==> config.mk <==
export PLATFORM = sky130hd
export DESIGN_NAME = systolic_mac_pe
export DESIGN_NICKNAME = d
export VERILOG_FILES = /design/src/rtl/systolic_mac_pe.sv
export SDC_FILE = /design/constraint.sdc
export NUM_CORES = 1
export LEC_CHECK = 0
export CAP_MARGIN = 5
export CORE_MARGIN = 5
export CORE_UTILIZATION = 55
export CTS_CLUSTER_DIAMETER = 40
export DETAILED_ROUTE_END_ITERATION = 10
export GPL_ROUTABILITY_DRIVEN = 0
export GPL_TIMING_DRIVEN = 0
export PLACE_DENSITY = 0.79
export SLEW_MARGIN = 20
export SYNTH_ARGS = -nofsm -noshare
export SYNTH_HDL_FRONTEND = slang
export SYNTH_SLANG_ARGS = --single-unit
==> constraint.sdc <==
create_clock -name CLK -period 8.2 [get_ports CLK]
set_input_delay 1.64 -clock CLK [delete_from_list [all_inputs] [get_ports CLK]]
set_output_delay 1.64 -clock CLK [all_outputs]
set_load 0.02 [all_outputs]
==> src/rtl/systolic_mac_pe.sv <==
// systolic_mac_pe
//   One processing element of the systolic matrix multiplier. Operands are
//   forwarded (registered) to the right/lower neighbours every cycle, and
//   their product is accumulated into a local dot-product register. The
//   dot product is framed by in_last. Completed sums appear on a valid/ready
//   result port, so the next dot product can stream while the previous
//   result is still being drained.
//
// Ports
//   CLK, RST            clock, synchronous active-high reset
//   in_valid, in_last   term qualifier / final-term marker (last needs valid)
//   ain, bin            operands from left / upper neighbour
//   aout, bout          registered operands to right / lower neighbour
//   fwd_valid, fwd_last registered in_valid and in_valid & in_last
//   res, res_valid      completed dot product and its valid flag
//   res_ready           consumer accepts res when res_valid & res_ready
//   res_ovf             an overflow occurred somewhere in the dot product on res
//   res_overrun         sticky: an unconsumed result was overwritten
module systolic_mac_pe #(
  parameter int DATA_W   = 8,
  parameter int ACC_W    = 20,
  parameter int SIGNED   = 0,
  parameter int SATURATE = 1
) (
  input  logic              CLK,
  input  logic              RST,
  input  logic              in_valid,
  input  logic              in_last,
  input  logic [DATA_W-1:0] ain,
  input  logic [DATA_W-1:0] bin,
  output logic [DATA_W-1:0] aout,
  output logic [DATA_W-1:0] bout,
  output logic              fwd_valid,
  output logic              fwd_last,
  output logic [ACC_W-1:0]  res,
  output logic              res_valid,
  input  logic              res_ready,
  output logic              res_ovf,
  output logic              res_overrun
);

  // Product is 2*DATA_W bits; it is widened to ACC_W+1 so that the carry /
  // sign-overflow bit of the accumulate is visible in sum[ACC_W].
  localparam int PROD_W = 2 * DATA_W;
  localparam int EXT_W  = ACC_W + 1 - PROD_W;

  typedef enum logic {IDLE, ACCUM} state_t;

  state_t             state, state_nxt;
  logic               load_acc, load_res;
  logic [ACC_W-1:0]   acc;
  logic               ovf;
  logic [ACC_W:0]     prod_ext, base_ext, sum;
  logic [ACC_W-1:0]   clamp, sum_fix;
  logic               add_ovf, prior_ovf;

  // ---------------------------------------------------------------------------
  // Accumulator FSM
  // ---------------------------------------------------------------------------
  always_comb begin
    state_nxt = state;
    load_acc  = 1'b0;
    load_res  = 1'b0;
    if (in_valid) begin
      if (in_last) begin
        state_nxt = IDLE;
        load_res  = 1'b1;
      end else begin
        state_nxt = ACCUM;
        load_acc  = 1'b1;
      end
    end
  end

  // ---------------------------------------------------------------------------
  // Datapath: in IDLE the running sum is treated as zero, so the first term
  // of a dot product (including a single-term one) is just ext(product).
  // ---------------------------------------------------------------------------
  generate
    if (SIGNED != 0) begin : g_signed
      logic signed [PROD_W-1:0] a_x, b_x, prod;
      assign a_x      = {{DATA_W{ain[DATA_W-1]}}, ain};
      assign b_x      = {{DATA_W{bin[DATA_W-1]}}, bin};
      assign prod     = a_x * b_x;
      assign prod_ext = {{EXT_W{prod[PROD_W-1]}}, prod};
      assign base_ext = (state == ACCUM) ? {acc[ACC_W-1], acc} : '0;
      // Signed overflow: the extra sign bit disagrees with the result MSB.
      assign add_ovf  = sum[ACC_W] ^ sum[ACC_W-1];
      assign clamp    = sum[ACC_W] ? {1'b1, {(ACC_W-1){1'b0}}}
                                   : {1'b0, {(ACC_W-1){1'b1}}};
    end else begin : g_unsigned
      logic [PROD_W-1:0] a_x, b_x, prod;
      assign a_x      = {{DATA_W{1'b0}}, ain};
      assign b_x      = {{DATA_W{1'b0}}, bin};
      assign prod     = a_x * b_x;
      assign prod_ext = {{EXT_W{1'b0}}, prod};
      assign base_ext = (state == ACCUM) ? {1'b0, acc} : '0;
      assign add_ovf  = sum[ACC_W];
      assign clamp    = '1;
    end
  endgenerate

  assign sum       = base_ext + prod_ext;
  assign sum_fix   = (add_ovf && (SATURATE != 0)) ? clamp : sum[ACC_W-1:0];
  // Overflow flag is sticky across the whole dot product: a wrapped sum can
  // come back into range on a later term and still be wrong.
  assign prior_ovf = (state == ACCUM) && ovf;

  // ---------------------------------------------------------------------------
  // Registers
  // ---------------------------------------------------------------------------
  always_ff @(posedge CLK) begin
    if (RST) begin
      state       <= IDLE;
      aout        <= '0;
      bout        <= '0;
      fwd_valid   <= 1'b0;
      fwd_last    <= 1'b0;
      acc         <= '0;
      ovf         <= 1'b0;
      res         <= '0;
      res_valid   <= 1'b0;
      res_ovf     <= 1'b0;
      res_overrun <= 1'b0;
    end else begin
      state     <= state_nxt;
      aout      <= ain;
      bout      <= bin;
      fwd_valid <= in_valid;
      fwd_last  <= in_valid & in_last;

      if (load_acc) begin
        acc <= sum_fix;
        ovf <= add_ovf | prior_ovf;
      end

      if (load_res) begin
        res       <= sum_fix;
        res_ovf   <= add_ovf | prior_ovf;
        res_valid <= 1'b1;
        // Loading over a result nobody took this cycle loses that result.
        if (res_valid && !res_ready)
          res_overrun <= 1'b1;
      end else if (res_valid && res_ready) begin
        res_valid <= 1'b0;
      end
    end
  end

endmodule

==> results of run 1 <==
## state kept, by name, summed over array words and instances (netlist names), 8 cells and up
name and flops:
res 20, bout 8, acc 20, aout 8
## cell type report
type	instances	area, um2
repair buffers	58	581
clock buffers	9	124
well taps	108	135
multi-input cells	416	3250
inverters	72	270
plain buffers	26	115
fillers	751	2890
flip-flops and latches	63	1260
clock inverters	7	52.6
## per-layer routing
metal	part of all wire	wire length, um	vias up	GRT usage
met4	0.027	312	0	0.0712
met1	0.42	4860	2055	0.265
met2	0.51	5930	121	0.401
met3	0.046	539	29	0.0484
li1	-	-	2003	-
met5	0	0	-	0
## through the flow
| stage | util | instances | setup slack (ns) |
|---|---|---|---|
| finish | 0.667 | 759 | 1.79 |
| global placement | 0.646 | 743 | 1.51 |
| floorplan | - | 577 | 2.50 |
| detailed placement | 0.646 | 743 | 1.49 |
| global route | 0.667 | 759 | 1.53 |
| CTS | 0.667 | 759 | 1.84 |
## critical path: cells and delay by family
family | cells | cell delay (ns)
XOR/XNOR | 1 | 0.20
AO/OA/AOI/OAI | 4 | 1.22
AND/OR/NAND/NOR | 2 | 0.41
buffers and inverters | 3 | 0.69
adder cells (fa/ha/maj) | 5 | 2.51
## how the worst max path moves through the flow
stage | to | slack, ns | depth (start not counted)
global placement | res[19] | 1.51 | 16
CTS | acc[2] | 1.84 | 17
global route | acc[2] | 1.53 | 17
detailed placement | acc[17] | 1.49 | 15
floorplan | res_ovf | 2.50 | 18
finish | acc[17] | 1.79 | 15
## cells by family after synthesis
logic type	synth area share
flops	0.258
fa+ha+maj	0.309
buf+inv	0.0788
simple gates	0.243
xor+xnor	0.0251
compound gates	0.0862
## power groups by stage
| stage | logic (uW) | registers, uW | clock network, uW |
|---|---|---|---|
| floorplan | 481 | 376 | 0 |
| CTS | 682 | 350 | 257 |
| global route | 773 | 353 | 271 |
| global placement | 660 | 356 | 0 |
| detailed placement | 674 | 357 | 0 |
| finish | 687 | 350 | 252 |
## placed cells by master, fill, tap and decap left out, types with 2 or more instances in the layout
| cell | count |
|---|---|
| sky130_fd_sc_hd__nor4_1 | 2 |
| sky130_fd_sc_hd__nand3_1 | 4 |
| sky130_fd_sc_hd__nand2b_1 | 2 |
| sky130_fd_sc_hd__o21ai_0 | 6 |
| sky130_fd_sc_hd__fa_1 | 50 |
| sky130_fd_sc_hd__xor2_1 | 3 |
| sky130_fd_sc_hd__clkdlybuf4s50_1 | 58 |
| sky130_fd_sc_hd__a21o_1 | 2 |
| sky130_fd_sc_hd__o41ai_1 | 2 |
| sky130_fd_sc_hd__inv_1 | 72 |
| sky130_fd_sc_hd__xnor2_1 | 11 |
| sky130_fd_sc_hd__buf_4 | 2 |
| sky130_fd_sc_hd__nor2b_1 | 18 |
| sky130_fd_sc_hd__o22ai_1 | 10 |
| sky130_fd_sc_hd__and2_1 | 51 |
| sky130_fd_sc_hd__clkbuf_8 | 9 |
| sky130_fd_sc_hd__o211ai_1 | 4 |
| sky130_fd_sc_hd__nor3_1 | 49 |
| sky130_fd_sc_hd__a31oi_1 | 3 |
| sky130_fd_sc_hd__dfxtp_1 | 63 |
| sky130_fd_sc_hd__o21ai_1 | 3 |
| sky130_fd_sc_hd__nand4_1 | 3 |
| sky130_fd_sc_hd__ha_1 | 41 |
| sky130_fd_sc_hd__nor2_1 | 52 |
| sky130_fd_sc_hd__nand2_1 | 59 |
| sky130_fd_sc_hd__o221ai_1 | 2 |
| sky130_fd_sc_hd__inv_6 | 4 |
| sky130_fd_sc_hd__a21boi_0 | 2 |
| sky130_fd_sc_hd__clkinv_2 | 2 |
| sky130_fd_sc_hd__clkbuf_1 | 21 |
| sky130_fd_sc_hd__a21oi_1 | 20 |
| sky130_fd_sc_hd__buf_2 | 2 |
| sky130_fd_sc_hd__a211oi_1 | 10 |
==> results.txt, run 1 <==
The time the worst path needs with I/O delays and setup is 6.41 ns. The count of flip-flops with a built-in enable after synthesis came out at 0. The timing-limited maximum frequency is roughly 160 MHz. The clock buffer count from CTS came out at 9.

The worst register-to-register path begins at state. The H-tree was split into 3 levels. The core box area is 8680 um2.

Clock-pin slew was measured on the worst setup and hold paths at ~0.080 ns. The number of setup violations in the final report came out at 0. After technology mapping, the gate count stands at approximately 580. The part of the power in the clock network came out at 0.196.

The wire length after detailed routing is around 12000 um. The tightest min-delay check is of the reg -> reg type. The count of pins over their slew limit is 0.

Of the cells placed in the final design, the portion with a size suffix greater than 1 is 0.0338. For the worst setup path, the data arrival time is between 6 and 7 ns. The worst register-to-register path ends at acc[17]. The path with the worst hold slack has its endpoint at res[13]. The final-layout setup total negative slack is 0 ns. The total placed instance area is 5610 um2. The post-cts hold buffer count is 0. By instance count, the cell type seen most on the critical path is sky130_fd_sc_hd__fa_1.

The synthesized netlist occupies a cell area of 4890 um2. The global-route wire length before repair is between 20000 and 25000 um. The initial utilization of the core area, before any placement, comes to 0.564. The x dimension of the die came out at about 100 um. The flow ran to the end, and the final reports show no timing, DRC or antenna violations.

STA classifies the critical path endpoint as a flop. The port buffer count came out at 58. On the final layout, the worst hold slack is approximately 0.49 ns.

The number of antenna diodes came out at 0. The die outline area came out at between 10000 and 15000 um2. The relative area change from synthesis to final layout came out at 18.2%. The initial antenna violation count came to 0.

The CTS tree is built. When the netlist entered floorplanning its net count stood at approximately 690. The largest total area in the synthesized netlist belongs to sky130_fd_sc_hd__dfxtp_1.

The clock net in this run drives a total of 63 sinks. The type of the worst setup path is in -> reg. Synthesis inferred 63 register bits. The worst endpoint required time is around 8.5 ns. Internal power comes to between 700 and 800 uW. The share of total power dissipated in combinational logic is 0.533.

The net count reported at finish is about 760. The share of the yosys chip area belonging to registers is 0.258. In this run the clock root is driven by a sky130_fd_sc_hd__clkbuf_8. Dividing the final minimum period by the clock period gives 0.781. The number of global-route vias before repair came out at between 4000 and 5000.

In the final routed layout, each cell accounts on average for 15.3 um. The later-pin clock latency in the skew report came out at 0.35 ns. The async set or reset register ratio after synthesis is 0. The number of maximum-capacitance constraint violations is 0.

In this run the static leakage power is ~0.0026 uW. Counting along the longest clock path gives a buffer depth of 2. The cell type of the slowest stage on the worst timing path is sky130_fd_sc_hd__clkdlybuf4s50_1. The delay contributed by the slowest stage of the critical path is 0.59 ns. The count of cells along the worst register-to-register path is 16.

The highest ir drop seen on vdd came out at ~0.15 mV. The DRC violation count after routing is 0. The maximum number of pins on one net before global-route repair came out at 14.

The Yosys step of the flow raised 0 warnings. The worst hold path passes through 2 cells. The per-instance average area after synthesis is 8.48 um2.

The top cell type's share of synthesized area is 0.258. The launch point of the worst hold path is res[13]. The largest clock skew in the final design is between 0.01 and 0.015 ns. The count of antenna-violating nets left after detailed routing is 0. The number of vias after detailed routing came out at around 4200. The total net switching power is around 570 uW. Of the total power, registers draw 0.271. Sorting the synthesized cells by how often they occur yields sky130_fd_sc_hd__inv_1 (72), sky130_fd_sc_hd__dfxtp_1 (63), sky130_fd_sc_hd__nand2_1 (59). The final hold violation count is 0. The count of TritonRoute iterations in the first routing pass is 5. Traced cell by cell, the critical path runs through clkdlybuf4s50_1 -> and2_1 -> fa_1 -> fa_1 -> fa_1 -> inv_1 -> fa_1 -> inv_1 -> ha_1 -> o211ai_1 -> o21ai_1 -> nand3_1 -> o41ai_1 -> xnor2_1 -> a211oi_1. Setup repair after global routing left no endpoint under its margin.

The total power is roughly 1300 uW. Once the clock tree was built, the setup fixing pass inserted 0 buffers. Across every metal layer, demand over resource in global routing totals 0.224. between 60 and 70 I/O pins were placed. The final design area excluding fillers came out at between 5000 and 6000 um2.

STA classifies the critical path startpoint as a primary input. The largest driver fanout on the critical path is 9. The most used flip-flop cell after synthesis is sky130_fd_sc_hd__dfxtp_1.

The distinct cell type count after synthesis is 37. The overall die height came out at between 100 and 150 um. In the post-synthesis netlist, the biggest area contributors are sky130_fd_sc_hd__dfxtp_1 (26%), sky130_fd_sc_hd__fa_1 (20%), sky130_fd_sc_hd__ha_1 (10%), sky130_fd_sc_hd__and2_1 (6.5%), sky130_fd_sc_hd__inv_1 (5.5%).

The worst register-to-register path has a setup slack of 2.99 ns. Dividing total power by cell area gives a power density of around 220 nW/um2. The most common cell in the synthesized netlist is sky130_fd_sc_hd__inv_1. Global routing finished with a remaining overflow of 0. The worst pin sits at a relative slew slack of 0.590. The post-cts sizing count is 0. The detailed router finished its first iteration with about 170 violations. Detailed placement ended at an HPWL of 9320 um.

In this run the worst setup path begins at ain[1]. Of the total power, the share spent switching nets is 0.443. The worst-margin pin slew is ~0.62 ns.

After detailed routing, the number of vias per cell comes to about 5.5. Row generation in the floorplan step produced 34 rows.
(Power assumes the default switching activity.)
==> inputs of run 2 (changes only) <==
clock period = 6.5 ns   (was 8.2 ns; I/O delays follow)
==> results of run 2 <==
Same layout as run 1 (identical final DEF). Status: finished, final reports clean.
Main changes from that run: setup slack after placement 1.49 ns -> 0.128 ns; setup slack after layout 1.79 ns -> 0.432 ns; register-to-register setup slack 2.99 ns -> 1.29 ns; total power 1290 uW -> 1630 uW; worst IR drop on VDD 0.150 mV -> 0.189 mV
==> inputs of run 3 (changes only) <==
CORE_MARGIN = 1.5   (was 5)
SLEW_MARGIN = unset   (was 20)
==> run 3 against run 2 <==
Design area rose by 0.82%; maximum frequency fell by 0.57%; wire length fell by 2.0%; die area fell by 13%; setup slack got worse by 0.035 ns; clock skew rose by 0.0028 ns; utilization rose by 0.55 points; worst hold slack improved by 0.0017 ns; cell count did not move; sequential cell count did not move; critical path type unchanged; combinational power barely moved; power rose by 4.6%.
==> results.txt, run 3 (synthesis gave the netlist of run 1 again) <==
The static leakage is roughly 0.0026 uW. The global-route wire length before repair is a little under 20000 um. In the final layout, the registers with the most flip-flops are acc x20, res x20.

The count of pins over their slew limit is 0. The overall die height came out at 97.3 um. The initial antenna violation count came out at 0. The critical register-to-register path endpoint is res[3]. The reg-to-reg critical path startpoint is state. TritonCTS built the clock tree.

The number of top-level pins came out at between 60 and 70. The critical path is of the in -> reg type. The largest clock skew in the final design came out at roughly 0.015 ns. The worst setup path is launched from a primary input. The launch point of the worst hold path is res[13].

The half-perimeter wire length after detailed placement is 8970 um. The final hold violation count came out at 0. The fraction of layout instances using a drive strength above 1 is 0.0338. The routed length per instance came out at around 15 um. The number of clock sinks came out at 63. The initial utilization of the core area, before any placement, comes to 0.564. The path with the worst hold slack has its endpoint at res[13]. The count of antenna-violating nets left after detailed routing came out at 0.

The data arrival time of the critical path is 6.32 ns. Clock tree synthesis inserted a total of 9 buffers. The port buffer count came out at between 50 and 60.

In this run the worst path has a maximum fanout of 10. In this run the standard cell core region covers around 8700 um2. The clock period could shrink to around 6.1 ns. The number of vias after detailed routing is between 4000 and 5000. After detailed routing, the total wire length is between 10000 and 15000 um. The final cycle utilization of the critical path is 0.939. The placed instance count is approximately 740.

The x dimension of the die is 97.3 um. Setup violations remaining at the end of the flow were counted as 0. The worst setup path is captured at a flop.

The DRC violation count after routing is 0. The count of TritonRoute iterations in the first routing pass came out at 5. The die outline area came out at 9470 um2. The highest ir drop seen on vdd is between 0.15 and 0.2 mV. The number of maximum-capacitance constraint violations is 0.

The final-layout setup total negative slack is 0 ns. The setup fix buffers added after clock tree synthesis came out at 0. The number of H-tree levels came out at 3. The most common library cell in the layout ignoring fill and taps is sky130_fd_sc_hd__inv_1. The overall global routing resource usage came out at 0.257. The worst pin sits at a relative slew slack of 0.586. The worst setup slack for register-to-register paths came out at between 1 and 1.5 ns. STA puts the critical path data required time at 6.72 ns.

The timing-limited maximum frequency is between 150 and 200 MHz. The number of global-route vias before repair came out at roughly 4300. The later-pin clock latency in the skew report is between 0.3 and 0.4 ns. The floorplan has 34 rows.

The post-detailed-route via-to-cell ratio came out at between 5 and 6. The net count reported at finish came out at around 760. In this run the clock root is driven by a sky130_fd_sc_hd__clkbuf_8. After clock tree synthesis, the clock-pin slew on the worst setup and hold paths is approximately 0.08 ns. Counting instances, the worst hold path has a depth of 2.

The final instance count without filler cells is 759. In the layout the commonest cells are sky130_fd_sc_hd__inv_1 (72), sky130_fd_sc_hd__dfxtp_1 (63), sky130_fd_sc_hd__nand2_1 (59). The post-cts hold buffer count is 0.

The relative area change from synthesis to final layout is 19.2%. The min-delay analysis places its worst path in the category reg -> reg. The count of cells along the worst register-to-register path is 18. Setup repair after global routing left no endpoint under its margin. The maximum number of pins on one net before global-route repair came out at 14. The run finished with clean final reports. For the pin with the worst max-slew slack, the measured transition is ~0.62 ns. The worst hold slack across all endpoints came out at between 0.4 and 0.5 ns. The global-route congestion overflow total came out at 0.

The number of antenna diodes came out at 0. In this run, post-CTS repair resized a total of 0 instances. The ratio of total power to cell area came out at slightly below 300 nW/um2. The buffer depth of the longest clock path is 2.

The violation count after the first detailed-route iteration is roughly 190.
[run 3: cell count changes in the layout (fill, tap and decap cells not counted), sizes merged]
cell and change:
clkinv -1, clkinvlp -1, bufinv +2
[run 3: how the worst max path moves through the flow]
| stage | startpoint | endpoint | slack (ns) | cells past startpoint |
|---|---|---|---|---|
| 2_1_floorplan | bin[1] | res_ovf | 1.14 | 18 |
| 3_3_place_gp | ain[2] | res[19] | 0.15 | 16 |
| 3_5_place_dp | ain[3] | res[19] | 0.08 | 16 |
| 4_1_cts | ain[2] | res[19] | 0.45 | 16 |
| 5_1_grt | ain[3] | acc[2] | 0.08 | 17 |
| 6_report | ain[3] | acc[3] | 0.40 | 17 |
[run 3: power by group]
part	switching, uW	total [uW]	internal, uW	leakage [uW]
logic	522	863	341	0.00198
registers	19.2	442	423	0.000521
clock network	176	396	221	0.000115
[run 3: cell type report]
| cell class | instances | area [um2] |
|---|---|---|
| Buffer | 26 | 115 |
| Clock buffer | 9 | 124 |
| Clock inverter | 7 | 100 |
| Fill cell | 743 | 2850 |
| Inverter | 72 | 270 |
| Multi-Input combinational cell | 416 | 3250 |
| Sequential cell | 63 | 1260 |
| Tap cell | 108 | 135 |
| Timing Repair Buffer | 58 | 581 |
[run 3: routing by layer]
metal | GRT usage | vias to the layer above | wire (um)
li1 | - | 2003 | -
met1 | 0.314 | 2028 | 4720
met2 | 0.437 | 139 | 5600
met3 | 0.0496 | 36 | 639
met4 | 0.121 | 0 | 449
met5 | 0 | - | 0
[run 3: critical path: stages]
cell and delay [ns]:
sky130_fd_sc_hd__clkdlybuf4s50_1 0.63, sky130_fd_sc_hd__and2_1 0.30, sky130_fd_sc_hd__fa_1 0.48, sky130_fd_sc_hd__fa_1 0.53
sky130_fd_sc_hd__fa_1 0.56, sky130_fd_sc_hd__inv_1 0.06, sky130_fd_sc_hd__fa_1 0.53, sky130_fd_sc_hd__inv_1 0.04
sky130_fd_sc_hd__ha_1 0.38, sky130_fd_sc_hd__a21oi_1 0.27, sky130_fd_sc_hd__o21ai_0 0.14, sky130_fd_sc_hd__a31oi_1 0.34
sky130_fd_sc_hd__o21ai_1 0.16, sky130_fd_sc_hd__buf_4 0.20, sky130_fd_sc_hd__buf_6 0.14, sky130_fd_sc_hd__nor3_1 0.17
sky130_fd_sc_hd__nor3_1 0.08
[run 3: stage by stage]
stage	total power (uW)	utilization	setup slack, ns	area (um2)
after floorplan	1080	-	1.14	4890
after global placement	1280	0.646	0.152	5610
after detailed placement	1300	0.646	0.0809	5610
after CTS	1700	0.672	0.446	5830
after global routing	1840	0.672	0.0849	5830
final	1700	0.672	0.397	5830
